<file path="config.mk">
export PLATFORM = sky130hd
export DESIGN_NAME = sram_port_arb
export DESIGN_NICKNAME = d
export VERILOG_FILES = /design/src/rtl/sram_port_arb.sv
export SDC_FILE = /design/constraint.sdc
export NUM_CORES = 1
export LEC_CHECK = 0
export ABC_AREA = 1
export CORE_AREA = 3 3 163 165
export DETAILED_ROUTE_END_ITERATION = 12
export DIE_AREA = 0 0 166 168
export REMOVE_ABC_BUFFERS = 1
export SYNTH_ARGS = -nofsm -noshare
export SYNTH_HDL_FRONTEND = slang
export SYNTH_SLANG_ARGS = --single-unit
</file>
<file path="constraint.sdc">
create_clock -name clk -period 2.6 [get_ports clk]
set_input_delay 0.26 -clock clk [delete_from_list [all_inputs] [get_ports clk]]
set_output_delay 0.26 -clock clk [all_outputs]
set_load 0.005 [all_outputs]
</file>
<file path="src/rtl/sram_port_arb.sv">
// rtl/sram_port_arb.sv - round-robin arbiter sharing one single-port SRAM port
//
// Shares one single-port SRAM macro port among NREQ requesters. At most one
// access is issued per cycle. The winner is picked combinationally, searching
// from rr_ptr upward with wrap-around. Read data (fixed 1-cycle latency) is
// routed back to the requester that issued the read.
//
// Optional build macro: SRAM_PORT_ARB_PERF_EN adds saturating grant and stall
// counters (perf_gnt_cnt, perf_stall_cnt).
//
// Ports:
//   clk, rst       clock, synchronous active-high reset
//   req_vld/we     per-requester request valid and write flag
//   req_addr       flattened addresses, requester i at [i*AW +: AW]
//   req_byte       flattened byte enables, requester i at [i*BW +: BW]
//   req_wdata      flattened write data, requester i at [i*DW +: DW]
//   req_gnt        one-hot grant, asserted in the issue cycle
//   rsp_vld        one-hot read-data valid, cycle after a read grant
//   rsp_rdata      shared read data, zero when no response
//   m_cs/we/addr/byte/di  SRAM access outputs
//   m_do, m_busy   SRAM read data and stall input
//   perf_gnt_cnt   per-requester grant counters, 32 bits each (macro only)
//   perf_stall_cnt cycles with a request pending but m_busy (macro only)
module sram_port_arb #(
   parameter int NREQ = 4,
   parameter int AW   = 32,
   parameter int DW   = 32,
   localparam int BW  = DW / 8
) (
   input  logic                 clk,
   input  logic                 rst,
   input  logic [NREQ-1:0]      req_vld,
   input  logic [NREQ-1:0]      req_we,
   input  logic [NREQ*AW-1:0]   req_addr,
   input  logic [NREQ*BW-1:0]   req_byte,
   input  logic [NREQ*DW-1:0]   req_wdata,
   output logic [NREQ-1:0]      req_gnt,
   output logic [NREQ-1:0]      rsp_vld,
   output logic [DW-1:0]        rsp_rdata,
   output logic                 m_cs,
   output logic                 m_we,
   output logic [AW-1:0]        m_addr,
   output logic [BW-1:0]        m_byte,
   output logic [DW-1:0]        m_di,
   input  logic [DW-1:0]        m_do,
   input  logic                 m_busy
`ifdef SRAM_PORT_ARB_PERF_EN
   ,
   output logic [NREQ*32-1:0]   perf_gnt_cnt,
   output logic [31:0]          perf_stall_cnt
`endif
);

   localparam int PW = (NREQ > 1) ? $clog2(NREQ) : 1;

   logic [PW-1:0] rr_ptr;
   logic [PW-1:0] owner;
   logic          rd_pend;

   logic [PW-1:0] winner;
   logic [PW:0]   idx;
   logic          win_any;
   logic          win_we;
   logic [AW-1:0] win_addr;
   logic [BW-1:0] win_byte;
   logic [DW-1:0] win_wdata;
   logic          issue;
   logic          rsp_on;

   // Rotating priority search. idx is one bit wider than rr_ptr so the
   // rr_ptr+k sum can be folded back into 0..NREQ-1 with one subtraction.
   always_comb begin
      win_any = 1'b0;
      winner  = '0;
      idx     = '0;
      for (int k = 0; k < NREQ; k++) begin
         idx = {1'b0, rr_ptr} + (PW+1)'(k);
         if (idx >= (PW+1)'(NREQ))
            idx = idx - (PW+1)'(NREQ);
         if (!win_any && req_vld[idx[PW-1:0]]) begin
            win_any = 1'b1;
            winner  = idx[PW-1:0];
         end
      end
   end

   always_comb begin
      win_we    = 1'b0;
      win_addr  = '0;
      win_byte  = '0;
      win_wdata = '0;
      for (int i = 0; i < NREQ; i++) begin
         if (winner == PW'(i)) begin
            win_we    = req_we[i];
            win_addr  = req_addr[i*AW +: AW];
            win_byte  = req_byte[i*BW +: BW];
            win_wdata = req_wdata[i*DW +: DW];
         end
      end
   end

   // Reset gates issue combinationally so nothing reaches the SRAM while
   // rst is high, even though rr_ptr only clears at the edge.
   assign issue  = win_any & ~m_busy & ~rst;
   assign rsp_on = rd_pend & ~rst;

   always_comb begin
      req_gnt = '0;
      rsp_vld = '0;
      for (int i = 0; i < NREQ; i++) begin
         req_gnt[i] = issue && (winner == PW'(i));
         rsp_vld[i] = rsp_on && (owner == PW'(i));
      end
   end

   // Address and write data follow the winner even when idle; only the
   // qualifying strobes are forced low.
   assign m_cs      = issue;
   assign m_we      = issue & win_we;
   assign m_byte    = issue ? win_byte : '0;
   assign m_addr    = win_addr;
   assign m_di      = win_wdata;
   assign rsp_rdata = rsp_on ? m_do : '0;

   always_ff @(posedge clk) begin
      if (rst) begin
         rr_ptr  <= '0;
         owner   <= '0;
         rd_pend <= 1'b0;
      end else begin
         rd_pend <= issue & ~win_we;
         if (issue) begin
            rr_ptr <= (winner == PW'(NREQ-1)) ? '0 : winner + PW'(1);
            if (!win_we)
               owner <= winner;
         end
      end
   end

`ifdef SRAM_PORT_ARB_PERF_EN
   always_ff @(posedge clk) begin
      if (rst) begin
         perf_gnt_cnt   <= '0;
         perf_stall_cnt <= '0;
      end else begin
         for (int i = 0; i < NREQ; i++) begin
            if (req_gnt[i] && (perf_gnt_cnt[i*32 +: 32] != 32'hFFFF_FFFF))
               perf_gnt_cnt[i*32 +: 32] <= perf_gnt_cnt[i*32 +: 32] + 32'd1;
         end
         if (win_any && !issue && (perf_stall_cnt != 32'hFFFF_FFFF))
            perf_stall_cnt <= perf_stall_cnt + 32'd1;
      end
   end
`endif

endmodule

</file>
# [Yosys cells after proc, flatten, opt, wreduce, memory -nomap -nowiden]
# Index checks and enable logic that the tools add are counted.
[totals] output_inout_bits=110 register_bits=5 inputBits=315 wordCells=89
[op_classes] n_eq_ne=6 add_sub_neg=8 bitwise=8 n_mux=39 n_reduce_logical=17 magnitude_cmp=8
[op_table] op="$mux 32" n=9
[op_table] op="$mux 4" n=5
[op_table] op="$mux 2" n=9
[op_table] op="$lt 2x3->1 const B" n=4
[op_table] op="$mux 1" n=12
[op_table] op="$logic_and 1x1->1" n=11
[op_table] op="$ge 3x3->1 const B" n=3
[op_table] op="$bmux 1 s2" n=4
[op_table] op="$eq 2x2->1 const B" n=4
[op_table] op="$sub 2x1->2 const B" n=4
[op_table] op="$add 2x2->3 const B" n=2
[op_table] op="$and 1x1->1" n=5
[op_table] op="$eq 2x1->1 const B" n=2
[op_table] op="$logic_not 2->1" n=2
[op_table] op="$add 2x1->3 const B" n=1
[op_table] op="$ge 2x3->1 const B" n=1
[op_table] op="$logic_not 1->1" n=3
[op_table] op="$not 1->1" n=3
[op_table] op="$add 2x1->2 const B" n=1
[op_table] op="$reduce_and 2->1" n=1

# [Longest topological paths before layout]
[logic_depth] ltp_word=21 mapped_depth=21 ltp_nobuf=20

# [Worst setup path after synthesis]
# No wires, ideal clock.
[synth_timing] kind="register to output" startpoint="reg rr_ptr[0]" endpoint="out m_addr[20]" arrival_ns=2.229 stages_incl_launch_ff=19 slack_ns=0.111 path_cell_list="dfxtp_1 buf_6 inv_4 nand2_1 nand3_1 nand2_1 nor2_4 nand3_2 nand2_1 nor2_2 ha_1 buf_2 inv_1 nand2_1 inv_2 buf_4 buf_2 a221oi_1 o31ai_1"
[synth_between] elab_chain_cells=19
[synth_lines] item="start, declared" line="56" rtl="logic [PW-1:0] rr_ptr;"
[synth_lines] item="start signal, assigned" line="133" rtl="rr_ptr <= (winner == PW'(NREQ-1)) ? '0 : winner + PW'(1);"
[synth_lines] item="parallel branches: the longest is 13 deep, another holds $add 2x1->3"
[synth_lines] item="$mux 2 (*)" line="80" rtl="if (!win_any && req_vld[idx[PW-1:0]]) begin"
[synth_lines] item="named net winner[0]" line="60" rtl="logic [PW-1:0] winner;"
[synth_lines] item="$logic_not 2->1" line="93" rtl="if (winner == PW'(i)) begin"
[synth_lines] item="$mux 32 (3 in series)" line="93"
[synth_lines] item="$mux 32 (*)" line="93"
[synth_lines] item="end, declared" line="42" rtl="output logic [AW-1:0] m_addr,"
# Mark *: on every way through the listed nets, which the timed path passes. The select of a mux whose other input is x is not followed.

# [Worst setup path in the final report]
[layout_timing] startpoint="reg rr_ptr[0]" endpoint="out m_di[14]"
[layout_between] elab_chain_cells=19
[layout_lines] item="parallel branches: the longest is 13 deep, another holds $add 2x1->3"
[layout_lines] item="$mux 2 (*)" line="80"
[layout_lines] item="$logic_not 2->1" line="93"
[layout_lines] item="$mux 32 (3 in series)" line="93"
[layout_lines] item="$mux 32 (*)" line="93"
[layout_lines] item="end, declared" line="44" rtl="output logic [DW-1:0] m_di,"
# Mark *: on every way between the ends. The select of a mux whose other input is x is not followed.

==> impl_metrics.env <==
export IMPL_globalRouteTotalUtil_pct=16.3
export IMPL_cp_start_kind="flop"
export IMPL_relSlewSlack_pct=76.7
export IMPL_failed_checks="setup timing"
export IMPL_tightestPinTransition_ns=0.349
export IMPL_critPathBufInv=5
export IMPL_rsz0062_at_grt="yes"
export IMPL_period_needed_ns=2.93
export IMPL_setup_viol=70
export IMPL_grt_ovfl_total=0
export IMPL_wl_per_cell_um=19.3
export IMPL_hold_viol=0
export IMPL_r2r_setup_slack_ns=0
export IMPL_dp_cells=1268
export IMPL_grt_pass1_vias=6063
export IMPL_hp_class="reg2reg"
export IMPL_synth_cell_types=25
export IMPL_hold_buffers=0
export IMPL_dieHeight_um=168
export IMPL_clk_latency_ns=0.23
export IMPL_cp_slowest_cell="dfxtp_4"
export IMPL_p_leak_nw=3.95
export IMPL_fmax_ghz=0.341
export IMPL_path_cells="buf_6, nand2_4, nand3_2, nand2_2, nor2_4, nand3_2, nand3_4, nand2_4, ha_4, buf_12, bufbuf_16, buf_6, a221oi_4, o31ai_2, buf_2"
export IMPL_required_ns=2.34
export IMPL_synth_area_leaders="a221oi_1 (21%), o31ai_1 (18%), nand2_1 (15%)"
export IMPL_row_count=58
export IMPL_clk_pin_slew_ns=0.03
export IMPL_design_die_area_um2=27900
export IMPL_path_depth=15
export IMPL_tns_ns=-17.40
export IMPL_clkSinkCount=5
export IMPL_worstHoldStart="rr_ptr[1]"
export IMPL_slowest_delay_ns=0.37
export IMPL_cts_tree="done"
export IMPL_instances_no_fill=1329
export IMPL_drive_gt1_share_pct=33.7
export IMPL_yosysTopAreaCell="a221oi_1"
export IMPL_power_density_nw_per_um2=1580
export IMPL_fin_skew_ns=0.00106
export IMPL_drc_errors=0
export IMPL_ys_seq_area_share_pct=3.72
export IMPL_mostFrequentLayoutCell="clkdlybuf4s50_1"
export IMPL_final_nets=1318
export IMPL_synth_cell_area_um2=2690
export IMPL_hold_path_depth=2
export IMPL_start_util_pct=10.7
export IMPL_irDropWorstVdd_mv=0.762
export IMPL_root_buffer="clkbuf_16"
export IMPL_syn_to_final_growth_pct=256
export IMPL_grt_first_pass_wirelength_um=36400
export IMPL_avgSynthCellArea_um2=5.36
export IMPL_htree_levels=1
export IMPL_die_x_um=166
export IMPL_postRouteWirelength_um=25700
export IMPL_clockBufferDepth=2
export IMPL_yosys_warnings=0
export IMPL_io_buffers=424
export IMPL_yosysTopAreaCellShare_pct=20.8
export IMPL_worst_ep_arrival_time_ns=2.67
export IMPL_status="finished, violations left"
export IMPL_drtIter0Drc=244
export IMPL_ff2ff_path_depth=21
export IMPL_antenna_found_initial=1
export IMPL_viasPerCell=4.38
export IMPL_mostFrequentLayoutCells="clkdlybuf4s50_1 (347), nor2_1 (105), nand2_1 (95)"
export IMPL_firstDrtPassIters=6
export IMPL_r2r_end="owner[1]"
export IMPL_r2r_start="rr_ptr[0]"
export IMPL_critPathMaxFanout=5
export IMPL_postRouteAntennaNets=0
export IMPL_crit_family="buffers and inverters"
export IMPL_min_to="rr_ptr[1]"
export IMPL_setup_ws_ns=-0.333
export IMPL_ys_ff_latch=5
export IMPL_post_route_period_util_pct=113
export IMPL_maxCapViolations=0
export IMPL_syn_inst=502
export IMPL_gp_congestion=0.900
export IMPL_crit_path_end_kind="output pin"
export IMPL_vias=5820
export IMPL_grt_max_degree=65
export IMPL_crit_type="reg2out"
export IMPL_core_um2=25200
export IMPL_hpwl_um=17100
export IMPL_io_pins=425
export IMPL_n_fill_cell=2541
export IMPL_cts_buffers=3
export IMPL_drv_slew=0
[worst max-delay path by stage]
stage,slack [ns],end,start
2_1_floorplan,-2.09,owner[1],rr_ptr[0]
3_3_place_gp,-0.74,m_di[8],req_vld[3]
3_5_place_dp,-0.82,m_di[13],req_vld[3]
4_1_cts,-0.32,m_addr[19],rr_ptr[0]
5_1_grt,-0.42,m_addr[22],rr_ptr[0]
6_report,-0.33,m_di[14],rr_ptr[0]
[cell usage after synthesis (all sizes together)]
library cell and n:
nor3 4, o31ai 64, nand2 116, a22oi 4
nand3 12, nor2 109, dfxtp 5, a21oi 6
buf 22, o211ai 4, a21boi 1, o21ai 3
a221oi 64, inv 56, ha 4, clkbuf 28
[kinds of logic (layout without fill, tap and decap cells)]
kind of cell	count (synthesis)	after routing	share of synthesized area (%)
adder cells (fa/ha/maj)	4	4	1.86
buffers and inverters	106	602	16.1
flip-flops	5	5	3.72
AND/OR/NAND/NOR	241	241	35.4
other	0	1	0
AO/OA/AOI/OAI	146	146	42.9
[power breakdown]
| group | switching, W | internal (W) |
|---|---|---|
| combinational | 0.00676 | 0.00794 |
| clock | 0.0000494 | 0.000203 |
| sequential | 0.0000268 | 0.000113 |
[tightest hold or removal path, stage by stage, from the launching register on]
cell and delay, ns:
dfxtp_2 0.34, nand3_1 0.08, nand2_1 0.05
[per-layer routing]
layer  track usage, %  vias up  share of wire (%)  routed length [um]
met4             4.16        0                2.4                 608
met5                0        -                  0                   0
met1             18.6     2737                 38                9880
li1                 -     2779                  -                   -
met3             2.77       38                5.8                1480
met2             31.6      266                 53               13700
[flip-flops by register name, summed over array words and instances, names as in the netlist]
signal,count
owner,2
rr_ptr,2
rd_pend,1
[layout make-up]
cell class / count / area, um^2 / area share [%]
Timing Repair Buffer: 542 / 5530 / 57.7
Inverter: 56 / 250 / 2.61
Antenna cell: 1 / 2.50 / 0.0261
Clock buffer: 4 / 78.8 / 0.823
Sequential cell: 5 / 105 / 1.10
Tap cell: 330 / 413 / 4.31
Multi-Input combinational cell: 391 / 3200 / 33.4
[timing repair]
action / CTS / global route
pin swaps: 90 / 28
resized for setup: 475 / 53
endpoints found under the setup margin: 76 / 76
buffers inserted: 27 / 11
cloned: 15 / 4
[per-stage QoR]
step / utilization [%] / total power [W] / hold slack (ns) / cell area [um^2] / worst slack, ns
CTS: 36.0 / 0.0138 / 0.510 / 9070 / -0.325
detailed placement: 30.8 / 0.0103 / 0.533 / 7760 / -0.821
global placement: 30.8 / 0.0103 / 0.524 / 7760 / -0.741
finish: 38.0 / 0.0151 / 0.509 / 9580 / -0.333
floorplan: - / 0.00403 / 0.457 / 2470 / -2.09
global route: 38.0 / 0.0161 / 0.533 / 9580 / -0.421
Power figures use the tool's default switching activity.
==> variant (same flow settings) <==
The parameter `DW` goes from 32 to 24.
--- a/src/rtl/sram_port_arb.sv
+++ b/src/rtl/sram_port_arb.sv
@@ -24,7 +24,7 @@
 module sram_port_arb #(
    parameter int NREQ = 4,
    parameter int AW   = 32,
-   parameter int DW   = 32,
+   parameter int DW   = 24,
    localparam int BW  = DW / 8
 ) (
    input  logic                 clk,
Ports: changed (6 resized); port bits go from 425 to 364. The function was not compared with the original's and may differ.
==> variant against the original RTL <==
- the flow still finishes with violations (negative setup slack)
- worst setup slack lost 0.018 ns
- routed wire length shrank 2.5%
- register-to-register slack lost 0.06 ns
- non-clock buffer count shrank 47
- clock skew shrank 0.0010 ns
- total power grew 7.5%
- critical path depth grew 4
- synthesized area shrank 11%
- sequential cell count is the same
- final area grew 0.12%
- largest cell class unchanged
==> variant: results (changes against the original RTL) <==
[run_status]
status=complete, but fails checks  ; unchanged
violations=negative setup slack  ; unchanged

[sta]
tightest_slew_ns=0.440  ; was 0.349 ns
finalWorstSetupSlack_ns=-0.351  ; was -0.333 ns
setup-violations-final=63  ; was 70

[detailed_routing]
first_pass_iters=4  ; was 6
first_iter_violations=189  ; was 244
wl_met3_um=1310  ; was 1480 um

[grt]
grt_use_total=0.143  ; was 0.163
grt_pass1_wl_um=31800  ; was 36400 um
grt_pass1_vias=5355  ; was 6063
grtUsageMet3=0.0216  ; was 0.0277
grt_util_met2=0.272  ; was 0.316
antenna_found_initial=0  ; was 1
met1_usage=0.168  ; was 0.186
grt_max_degree=31  ; was 65

[cells_and_area]
final-clk-cell-share=0.00822  ; was 0.00823
nonClkBufAreaFrac=0.550  ; was 0.577
finish.net_count=1174  ; was 1318
drive_gt1_frac=0.442  ; was 0.337
inverters_excl_clock=48  ; was 56
n_fill_cell=2475  ; was 2541
seqCellArea_um2=108  ; was 105 um^2
multi_input_area_share=0.364  ; was 0.334

[critical_path]
worstPathMaxFanout=8  ; was 5
r2r_slack_ns=-0.06  ; was 0 ns
slowest_delay_ns=0.42  ; was 0.37 ns
r2r_end=owner[0]  ; was owner[1]

[clock_network]
post_cts_resize_count=474  ; was 475
postCtsSetupRepairBufs=37  ; was 27

[pwr]
p_leak_nw=3.89  ; was 3.95 nW
peakVddDrop_mv=0.759  ; was 0.762 mV

[placed_design]
portBuffers=363  ; was 424
pre_cts_ws_ns=-0.758  ; was -0.821 ns

[logic_synthesis]
yosys-top-cells-area=a221oi_1 (21%), o31ai_1 (18%), nand2_1 (16%), nor2_1 (14%), inv_1 (6.8%)  ; was a221oi_1 (21%), o31ai_1 (18%), nand2_1 (15%), nor2_1 (15%), inv_1 (7.4%)

[variant: cell count changes after synthesis, moves of 2 or more]
cell and change:
inv_2 +2, inv_1 -10, buf_2 -3, o31ai_1 -8, nand2_1 -12, nor2_1 -16
clkbuf_1 -2, a221oi_1 -8, nand2_2 +2, buf_1 -4
[variant: cells by family after synthesis]
| family | count (synthesis) | synth area share |
|---|---|---|
| DFF | 5 | 0.0419 |
| AOI/OAI and AO/OA | 127 | 0.420 |
| and+or+nand+nor | 215 | 0.360 |
| buffers and inverters | 90 | 0.157 |
| adders and majority gates | 4 | 0.0210 |
[variant: per-stage QoR]
step                      cell area [um^2]  hold WS [ns]  instances  setup TNS (ns)
final                                 9590         0.532       1228          -16.99
after global routing                  9590         0.569       1228          -24.71
after CTS                             8410         0.511       1199          -14.31
after detailed placement              6800         0.527       1144          -41.29
after global placement                6800         0.525       1144          -39.67
after floorplan                       2200         0.457        399          -79.70
